$ cat config.mk
export PLATFORM = sky130hd
export DESIGN_NAME = pc_sequencer_flat
export DESIGN_NICKNAME = d
export VERILOG_FILES = /design/src/rtl/pc_sequencer_if.sv /design/src/rtl/pc_sequencer.sv /design/src/flat_wrapper.sv
export SDC_FILE = /design/constraint.sdc
export NUM_CORES = 1
export LEC_CHECK = 0
export BUFFER_PORTS_ARGS = -buffer_cell sky130_fd_sc_hd__buf_2
export CAP_MARGIN = 20
export CORE_ASPECT_RATIO = 1.4
export CORE_MARGIN = 5
export CORE_UTILIZATION = 44
export DETAILED_ROUTE_END_ITERATION = 10
export GPL_TIMING_DRIVEN = 0
export PLACE_DENSITY = 0.75
export SKIP_CTS_REPAIR_TIMING = 1
export SYNTH_ARGS = -nofsm -noshare
export SYNTH_HDL_FRONTEND = slang
export SYNTH_SLANG_ARGS = --single-unit
$ cat constraint.sdc
create_clock -name clk -period 1.5 [get_ports clk]
set_input_delay 0.075 -clock clk [delete_from_list [all_inputs] [get_ports clk]]
set_output_delay 0.075 -clock clk [all_outputs]
set_load 0.1 [all_outputs]
$ cat src/rtl/pc_sequencer_if.sv
// rtl/pc_sequencer_if.sv - decode/handshake/PC-control bundle between the decoder and the PC sequencer
//
// Purpose : groups the decode requests, the external input handshake and
//           the PC control/debug outputs of pc_sequencer.
// Ports   : master - decoder/environment side (drives requests, in_valid)
//           slave  - pc_sequencer side (drives PCincr/PCrel/PCoff, in_ack,
//                    busy, halted, retired)
interface pc_sequencer_if #(
    parameter int Psize = 6,
    parameter int Csize = 16
);
    logic             start;
    logic             halt_req;
    logic             wait_req;
    logic             br_req;
    logic             br_cond;
    logic [Psize-1:0] br_off;
    logic             in_valid;
    logic             PCincr;
    logic             PCrel;
    logic [Psize-1:0] PCoff;
    logic             in_ack;
    logic             busy;
    logic             halted;
    logic [Csize-1:0] retired;

    modport master (
        output start, halt_req, wait_req, br_req, br_cond, br_off, in_valid,
        input  PCincr, PCrel, PCoff, in_ack, busy, halted, retired
    );

    modport slave (
        input  start, halt_req, wait_req, br_req, br_cond, br_off, in_valid,
        output PCincr, PCrel, PCoff, in_ack, busy, halted, retired
    );
endinterface

$ cat src/rtl/pc_sequencer.sv
// rtl/pc_sequencer.sv - picoMIPS program-counter sequencing FSM with input handshake and retire counter
//
// Purpose : decides each cycle whether the external PC holds, increments or
//           takes a relative branch; handles wait-for-input with press and
//           release; stops on HALT; counts retired instructions (saturating).
// Ports   : clk  - rising-edge clock
//           rst  - asynchronous active-high reset (to IDLE, retired=0)
//           bus  - pc_sequencer_if.slave (decode inputs, in_valid, PC
//                  control outputs, in_ack, busy, halted, retired)
module pc_sequencer #(
    parameter int Psize = 6,
    parameter int Csize = 16
) (
    input  logic                 clk,
    input  logic                 rst,
    pc_sequencer_if.slave        bus
);

    typedef enum logic [2:0] {
        S_IDLE,
        S_RUN,
        S_WAIT,
        S_REL,
        S_HALT
    } state_t;

    state_t           state;
    state_t           state_nxt;
    logic [Csize-1:0] cnt;

    always_ff @(posedge clk or posedge rst) begin
        if (rst) begin
            state <= S_IDLE;
        end else begin
            state <= state_nxt;
        end
    end

    // Mealy outputs: everything is combinational from state and decode inputs,
    // so the external PC register sees the update at the very next edge.
    always_comb begin
        state_nxt  = state;
        bus.PCincr = 1'b0;
        bus.PCrel  = 1'b0;
        bus.PCoff  = {Psize{1'b0}};
        bus.in_ack = 1'b0;
        bus.busy   = 1'b0;
        bus.halted = 1'b0;
        case (state)
            S_IDLE: begin
                if (bus.start) begin
                    state_nxt = S_RUN;
                end
            end
            S_RUN: begin
                bus.busy = 1'b1;
                // HALT beats everything and suppresses the PC update.
                if (bus.halt_req) begin
                    state_nxt = S_HALT;
                end else if (bus.wait_req) begin
                    state_nxt = S_WAIT;
                end else if (bus.br_req && bus.br_cond) begin
                    bus.PCrel = 1'b1;
                    bus.PCoff = bus.br_off;
                end else begin
                    bus.PCincr = 1'b1;
                end
            end
            S_WAIT: begin
                bus.busy = 1'b1;
                if (bus.in_valid) begin
                    bus.in_ack = 1'b1;
                    bus.PCincr = 1'b1;
                    state_nxt  = S_REL;
                end
            end
            S_REL: begin
                // Hold until the input is released so one press cannot
                // satisfy two back-to-back waits.
                bus.busy = 1'b1;
                if (!bus.in_valid) begin
                    state_nxt = S_RUN;
                end
            end
            S_HALT: begin
                bus.halted = 1'b1;
            end
            default: begin
                state_nxt = S_IDLE;
            end
        endcase
    end

    always_ff @(posedge clk or posedge rst) begin
        if (rst) begin
            cnt <= {Csize{1'b0}};
        end else if ((bus.PCincr || bus.PCrel) && (cnt != {Csize{1'b1}})) begin
            cnt <= cnt + 1'b1;
        end
    end

    assign bus.retired = cnt;

endmodule

$ cat src/flat_wrapper.sv
// flat-port wrapper written by rule: the top's interface ports become plain ports
module pc_sequencer_flat 
#(
    parameter int Psize = 6,
    parameter int Csize = 16
)
  (clk, rst, bus_start, bus_halt_req, bus_wait_req, bus_br_req, bus_br_cond, bus_br_off, bus_in_valid, bus_PCincr, bus_PCrel, bus_PCoff, bus_in_ack, bus_busy, bus_halted, bus_retired);
  pc_sequencer_if #(.Psize(Psize), .Csize(Csize)) bus_i ();
  input  logic clk;
  input  logic rst;
  input wire logic [$bits(bus_i.start)-1:0] bus_start;
  input wire logic [$bits(bus_i.halt_req)-1:0] bus_halt_req;
  input wire logic [$bits(bus_i.wait_req)-1:0] bus_wait_req;
  input wire logic [$bits(bus_i.br_req)-1:0] bus_br_req;
  input wire logic [$bits(bus_i.br_cond)-1:0] bus_br_cond;
  input wire logic [$bits(bus_i.br_off)-1:0] bus_br_off;
  input wire logic [$bits(bus_i.in_valid)-1:0] bus_in_valid;
  output wire logic [$bits(bus_i.PCincr)-1:0] bus_PCincr;
  output wire logic [$bits(bus_i.PCrel)-1:0] bus_PCrel;
  output wire logic [$bits(bus_i.PCoff)-1:0] bus_PCoff;
  output wire logic [$bits(bus_i.in_ack)-1:0] bus_in_ack;
  output wire logic [$bits(bus_i.busy)-1:0] bus_busy;
  output wire logic [$bits(bus_i.halted)-1:0] bus_halted;
  output wire logic [$bits(bus_i.retired)-1:0] bus_retired;
  assign bus_i.start = bus_start;
  assign bus_i.halt_req = bus_halt_req;
  assign bus_i.wait_req = bus_wait_req;
  assign bus_i.br_req = bus_br_req;
  assign bus_i.br_cond = bus_br_cond;
  assign bus_i.br_off = bus_br_off;
  assign bus_i.in_valid = bus_in_valid;
  assign bus_PCincr = bus_i.PCincr;
  assign bus_PCrel = bus_i.PCrel;
  assign bus_PCoff = bus_i.PCoff;
  assign bus_in_ack = bus_i.in_ack;
  assign bus_busy = bus_i.busy;
  assign bus_halted = bus_i.halted;
  assign bus_retired = bus_i.retired;
  pc_sequencer #(.Psize(Psize), .Csize(Csize)) u_core (.clk(clk), .rst(rst), .bus(bus_i));
endmodule
# Word-level counts from Yosys, hierarchy flattened
# Index checks and enable logic that the tools add are counted.
# Widths: inputs -> output; s select.
word_totals:
  reg_bits: 19
  inputBits: 14
  out_inout_bits: 27
  wordCells: 41
classes:
  add_sub_neg: 1
  n_eq_ne: 9
  mux: 22
  bitwise_logic: 1
  reduce_logical: 6
op_table:
  columns: ["op", "n"]
  rows:
  - ["$mux 6", 4]
  - ["$add 16x1->16 const B", 1]
  - ["$ne 16x16->1 const B", 1]
  - ["$mux 3", 5]
  - ["$pmux 3 s5", 1]
  - ["$mux 1", 11]
  - ["$eq 3x2->1 const B", 2]
  - ["$ne 2x2->1 const B", 3]
  - ["$reduce_and 5->1", 1]
  - ["$eq 3x1->1 const B", 1]
  - ["$eq 3x3->1 const B", 1]
  - ["$logic_not 3->1", 1]
  - ["$ne 3x3->1 const B", 1]
  - ["$reduce_or 3->1", 1]
  - ["$logic_and 1x1->1", 2]
  - ["$pmux 1 s2", 1]
  - ["$logic_or 1x1->1", 1]
  - ["$not 1->1", 1]

# Depth between registers and ports, before layout
logic_depth:
  word_depth: 7
  ltp_mapped: 6
  ltp_nobuf: 5

# Worst setup path before layout
# No wires, ideal clock.
synth_path:
  path_kind: "reg2out"
  startpoint: "register u_core.state[0]"
  endpoint: "output port bus_PCincr"
  arrival_ps: 3601
  t_required_ps: 1425
  setup_slack_ps: -2176
  stages_incl_launch_ff: 4
  path_buffers: 1
  cell_sequence: "dfrtp_1 -> buf_2 -> nor3_1 -> o21bai_1"
synth_between:
  elab_chain_cells: 2
  elab_cells_between_ends: 3
  cone_classes: "eq/ne (2); mux (1)"
synth_rtl:
  columns: ["item", "line", "source"]
  rows:
  - ["from (decl)", "pc_sequencer.sv:27", "state_t state;"]
  - ["from (signal assigned)", "pc_sequencer.sv:35", "state <= state_nxt;"]
  - ["$eq 3x2->1 / $eq 3x1->1 (equally long branches)", "pc_sequencer.sv:49", "case (state)"]
  - ["$pmux 1 s2 *", "pc_sequencer.sv:49", null]
  - ["to (decl)", "flat_wrapper.sv:18", "output wire logic [$bits(bus_i.PCincr)-1:0] bus_PCincr;"]
# Every way passes the cells marked *; elsewhere a longest branch is shown, timed or not.

# Final worst setup path
layout_path:
  startpoint: "register u_core.cnt[1], in the netlist u_core.bus.retired[1]"
  endpoint: "register u_core.cnt[13], in the netlist u_core.bus.retired[13]"
layout_between:
  elab_chain_cells: 2
  elab_cells_between_ends: 3
  cone_classes: "add/sub (1); eq/ne (1); reduce/logical (1)"
layout_rtl:
  columns: ["item", "line", "source"]
  rows:
  - ["from (decl)", "pc_sequencer.sv:29", "logic [Csize-1:0] cnt;"]
  - ["from (signal assigned)", "pc_sequencer.sv:96", "cnt <= {Csize{1'b0}};"]
  - ["from (signal assigned)", "pc_sequencer.sv:98", "cnt <= cnt + 1'b1;"]
  - ["branches (longest 2 deep; another with $add 16x1->16)", null, null]
# Several ways; the timed one is not identified.
# A chain may end at the register's enable or synchronous reset.

==> flow_metrics.env <==
export IMPL_outcome="finished with violations"
export IMPL_violations="setup timing"
export IMPL_startpoint_type="register"
export IMPL_synth_nets=128
export IMPL_min_delay_start="bus_halt_req"
export IMPL_startpoint="u_core.bus.retired[1]"
export IMPL_n_antenna_cell=0
export IMPL_clkLatencyLatePin_ns=0.29
export IMPL_timing_max_cap_violations=0
export IMPL_syn_inst=113
export IMPL_fin_hold_ws_ns=0.09394
export IMPL_endpoint_kind="register"
export IMPL_holdCritPathClass="primary input to register"
export IMPL_r2r_end="u_core.bus.retired[13]"
export IMPL_fillers=155
export IMPL_p_switching_uw=178.8
export IMPL_cts_clk_slew_worst_paths_ns=0.10
export IMPL_die_width_um=52.69
export IMPL_grt_ovfl_total=0
export IMPL_worst_endpoint_required_ns=1.70
export IMPL_synth_top_area_share_pct=42.36
export IMPL_grt_pass1_vias=1002
export IMPL_cp_arrival_ns=1.95
export IMPL_reg2reg_setup_slack_ns=-0.25
export IMPL_grt_start_max_net_pins=20
export IMPL_reg2reg_depth=6
export IMPL_crit_slowest_cell="dfrtp_4"
export IMPL_num_rows=21
export IMPL_p_seq_share_pct=63.1
export IMPL_die_area_mm2=0.003675
export IMPL_async_flop_share_pct=100.0
export IMPL_dp_cells=187
export IMPL_clock_path_buffers=2
export IMPL_whs_path_depth=3
export IMPL_numCtsBuffers=3
export IMPL_start_util_pct=46.43
export IMPL_pwr_density_cell_mw_per_mm2=416.3
export IMPL_port_buffers=40
export IMPL_grt_use_met1_pct=16.60
export IMPL_synthTopCellsByArea="dfrtp_1 42%, xor2_1 8.6%, nor4_2 5.6%"
export IMPL_grt_usage_pct=14.73
export IMPL_p_leak_uw=0.0008869
export IMPL_antenna_found_initial=0
export IMPL_area_growth_pct=73.58
export IMPL_die_h_um=69.76
export IMPL_skew_ns=0.001707
export IMPL_grtUsageMet2_pct=25.97
export IMPL_first_iter_violations=39
export IMPL_ios=41
export IMPL_coreArea_mm2=0.002417
export IMPL_netSwitchingFraction_pct=22.04
export IMPL_synth_most_common_cell="dfrtp_1"
export IMPL_ys_flop_type="dfrtp_1"
export IMPL_via_count=1159
export IMPL_crit_end="u_core.bus.retired[13]"
export IMPL_pwr_share_clk_pct=31.9
export IMPL_relSlewSlack_pct=51.23
export IMPL_yosysTopAreaCell="dfrtp_1"
export IMPL_timing_fmax_ghz=0.5728
export IMPL_rsz0062_at_grt="true"
export IMPL_cts_tree="done"
export IMPL_pwr_share_comb_pct=5.0
export IMPL_syn_area_per_cell_um2=9.932
export IMPL_root_buffer="clkbuf_4"
export IMPL_rr_startpoint="u_core.bus.retired[1]"
export IMPL_htree_levels=1
export IMPL_routedWlPerCell_um=16.58
export IMPL_yosys_top_cells_count="19 x dfrtp_1, 11 x xor2_1, 8 x nand2_1, 8 x nand3_1"
export IMPL_drive_gt1_share_pct=67.43
export IMPL_critPathMostFrequentCell="nor4_4"
export IMPL_ir_worst_vdd_v=0.0004750
export IMPL_total_power_uw=810.9
export IMPL_tightest_slew_ns=0.7308
export IMPL_hold_viol_final=0
export IMPL_ys_seq_area_share_pct=42.36
export IMPL_slowest_delay_ns=0.45
export IMPL_routed_wl_um=3465
export IMPL_critical_path_class="register to register"
export IMPL_nets=191
export IMPL_cp_max_fo=5
export IMPL_setup_viol=24
export IMPL_period_share_pct=116.4
export IMPL_grt_pass1_wl_um=4278
export IMPL_top_usage_layer="met2"
export IMPL_yosys_register_bits=19
export IMPL_synth_warning_count=0
export IMPL_clock_sinks=19
export IMPL_dr_pass1_iters=5
export IMPL_grtUsageMet3_pct=2.581
export IMPL_dp_hpwl_um=2070
export IMPL_period_minus_slack_ns=1.746
export IMPL_synth_edf_count=0
export IMPL_netlist_cell_type_count=33
export IMPL_p_int_uw=632.2
export IMPL_drc=0
export IMPL_syn_area_mm2=0.001122
export IMPL_maxSlewViolCount=0
export IMPL_detail_route_antenna_nets=0
export IMPL_gp_congestion=0.7426
export IMPL_stdcell_count=209
export IMPL_layout_setup_ws_ns=-0.2458
export IMPL_path_cells="ha_4 -> nand4_1 -> nor4_4 -> buf_6 -> nor4_4 -> xor2_1"
export IMPL_viasPerCell=5.545
layout make-up:
class | instances | area [um2] | share of cell area [%]
plain buffers | 5 | 55.05 | 2.826
clock buffers | 4 | 26.28 | 1.349
inverters | 3 | 11.26 | 0.5780
multi-input cells | 86 | 815.8 | 41.88
flip-flops and latches | 19 | 509.2 | 26.14
well taps | 34 | 42.54 | 2.184
repair buffers | 58 | 488.0 | 25.05
kinds of logic (layout without fill, tap and decap cells):
| family | count (synthesis) | count (layout) | synth area share, % |
|---|---|---|---|
| adder cells (fa/ha/maj) | 1 | 1 | 1.115 |
| AND/OR/NAND/NOR | 58 | 58 | 32.89 |
| buffers and inverters | 8 | 70 | 4.236 |
| XOR/XNOR | 12 | 12 | 9.364 |
| flip-flops | 19 | 19 | 42.36 |
| multiplexers | 2 | 2 | 2.007 |
| AO/OA/AOI/OAI | 13 | 13 | 8.027 |
worst min path at each step:
stage               slack (ns)                     to
finish                    0.09        u_core.state[2]
global route              0.08        u_core.state[2]
CTS                      -0.10        u_core.state[1]
detailed placement        0.22        u_core.state[1]
global placement          0.22        u_core.state[1]
floorplan                 0.03  u_core.bus.retired[0]
metrics by stage:
step	setup slack, ns	setup TNS, ns	cell area (um2)	util [%]
after floorplan	-0.4038	-7.562	1330	-
after global placement	-0.1803	-2.620	1573	65.06
after detailed placement	-0.2125	-3.122	1573	65.06
after CTS	-0.4837	-6.316	1599	66.15
after global routing	-0.3215	-5.201	1948	80.59
final	-0.2458	-3.839	1948	80.59
power groups by stage:
stage	Clock [uW]	Combinational [uW]	Sequential, uW
3_3_place_gp	0	35.7	522
3_5_place_dp	0	35.9	522
5_1_grt	290	45.6	512
2_1_floorplan	0	12.9	522
4_1_cts	264	36.3	512
6_report	259	40.9	511
placed cells by master, fill, tap and decap left out, drive strengths merged, types with 6 or more instances in the layout:
| cell | count |
|---|---|
| nand4 | 6 |
| nor4 | 6 |
| buf | 60 |
| nand2 | 8 |
| nand3 | 8 |
| xor2 | 11 |
| nor2 | 7 |
| dfrtp | 19 |
| nor3 | 6 |
| clkbuf | 6 |
| and2 | 7 |
per-layer routing:
| metal | share of wire, % | wire length, um |
|---|---|---|
| met4 | 2.1 | 73 |
| met2 | 54 | 1861 |
| met3 | 7.5 | 261 |
| met5 | 0 | 0 |
| met1 | 37 | 1268 |
critical path, delay by kind of cell, from the launching register on:
family                     cells  cell delay [ns]
and+or+nand+nor                3             0.63
DFF                            1             0.45
adders and majority gates      1             0.14
xor gates and xnor gates       1             0.21
buffers and inverters          1             0.21
sequential cells by signal, indices dropped and copies added (netlist names):
register            flops
u_core.bus.retired     16
u_core.state            3
No activity file was read; power rests on OpenSTA's default activity.
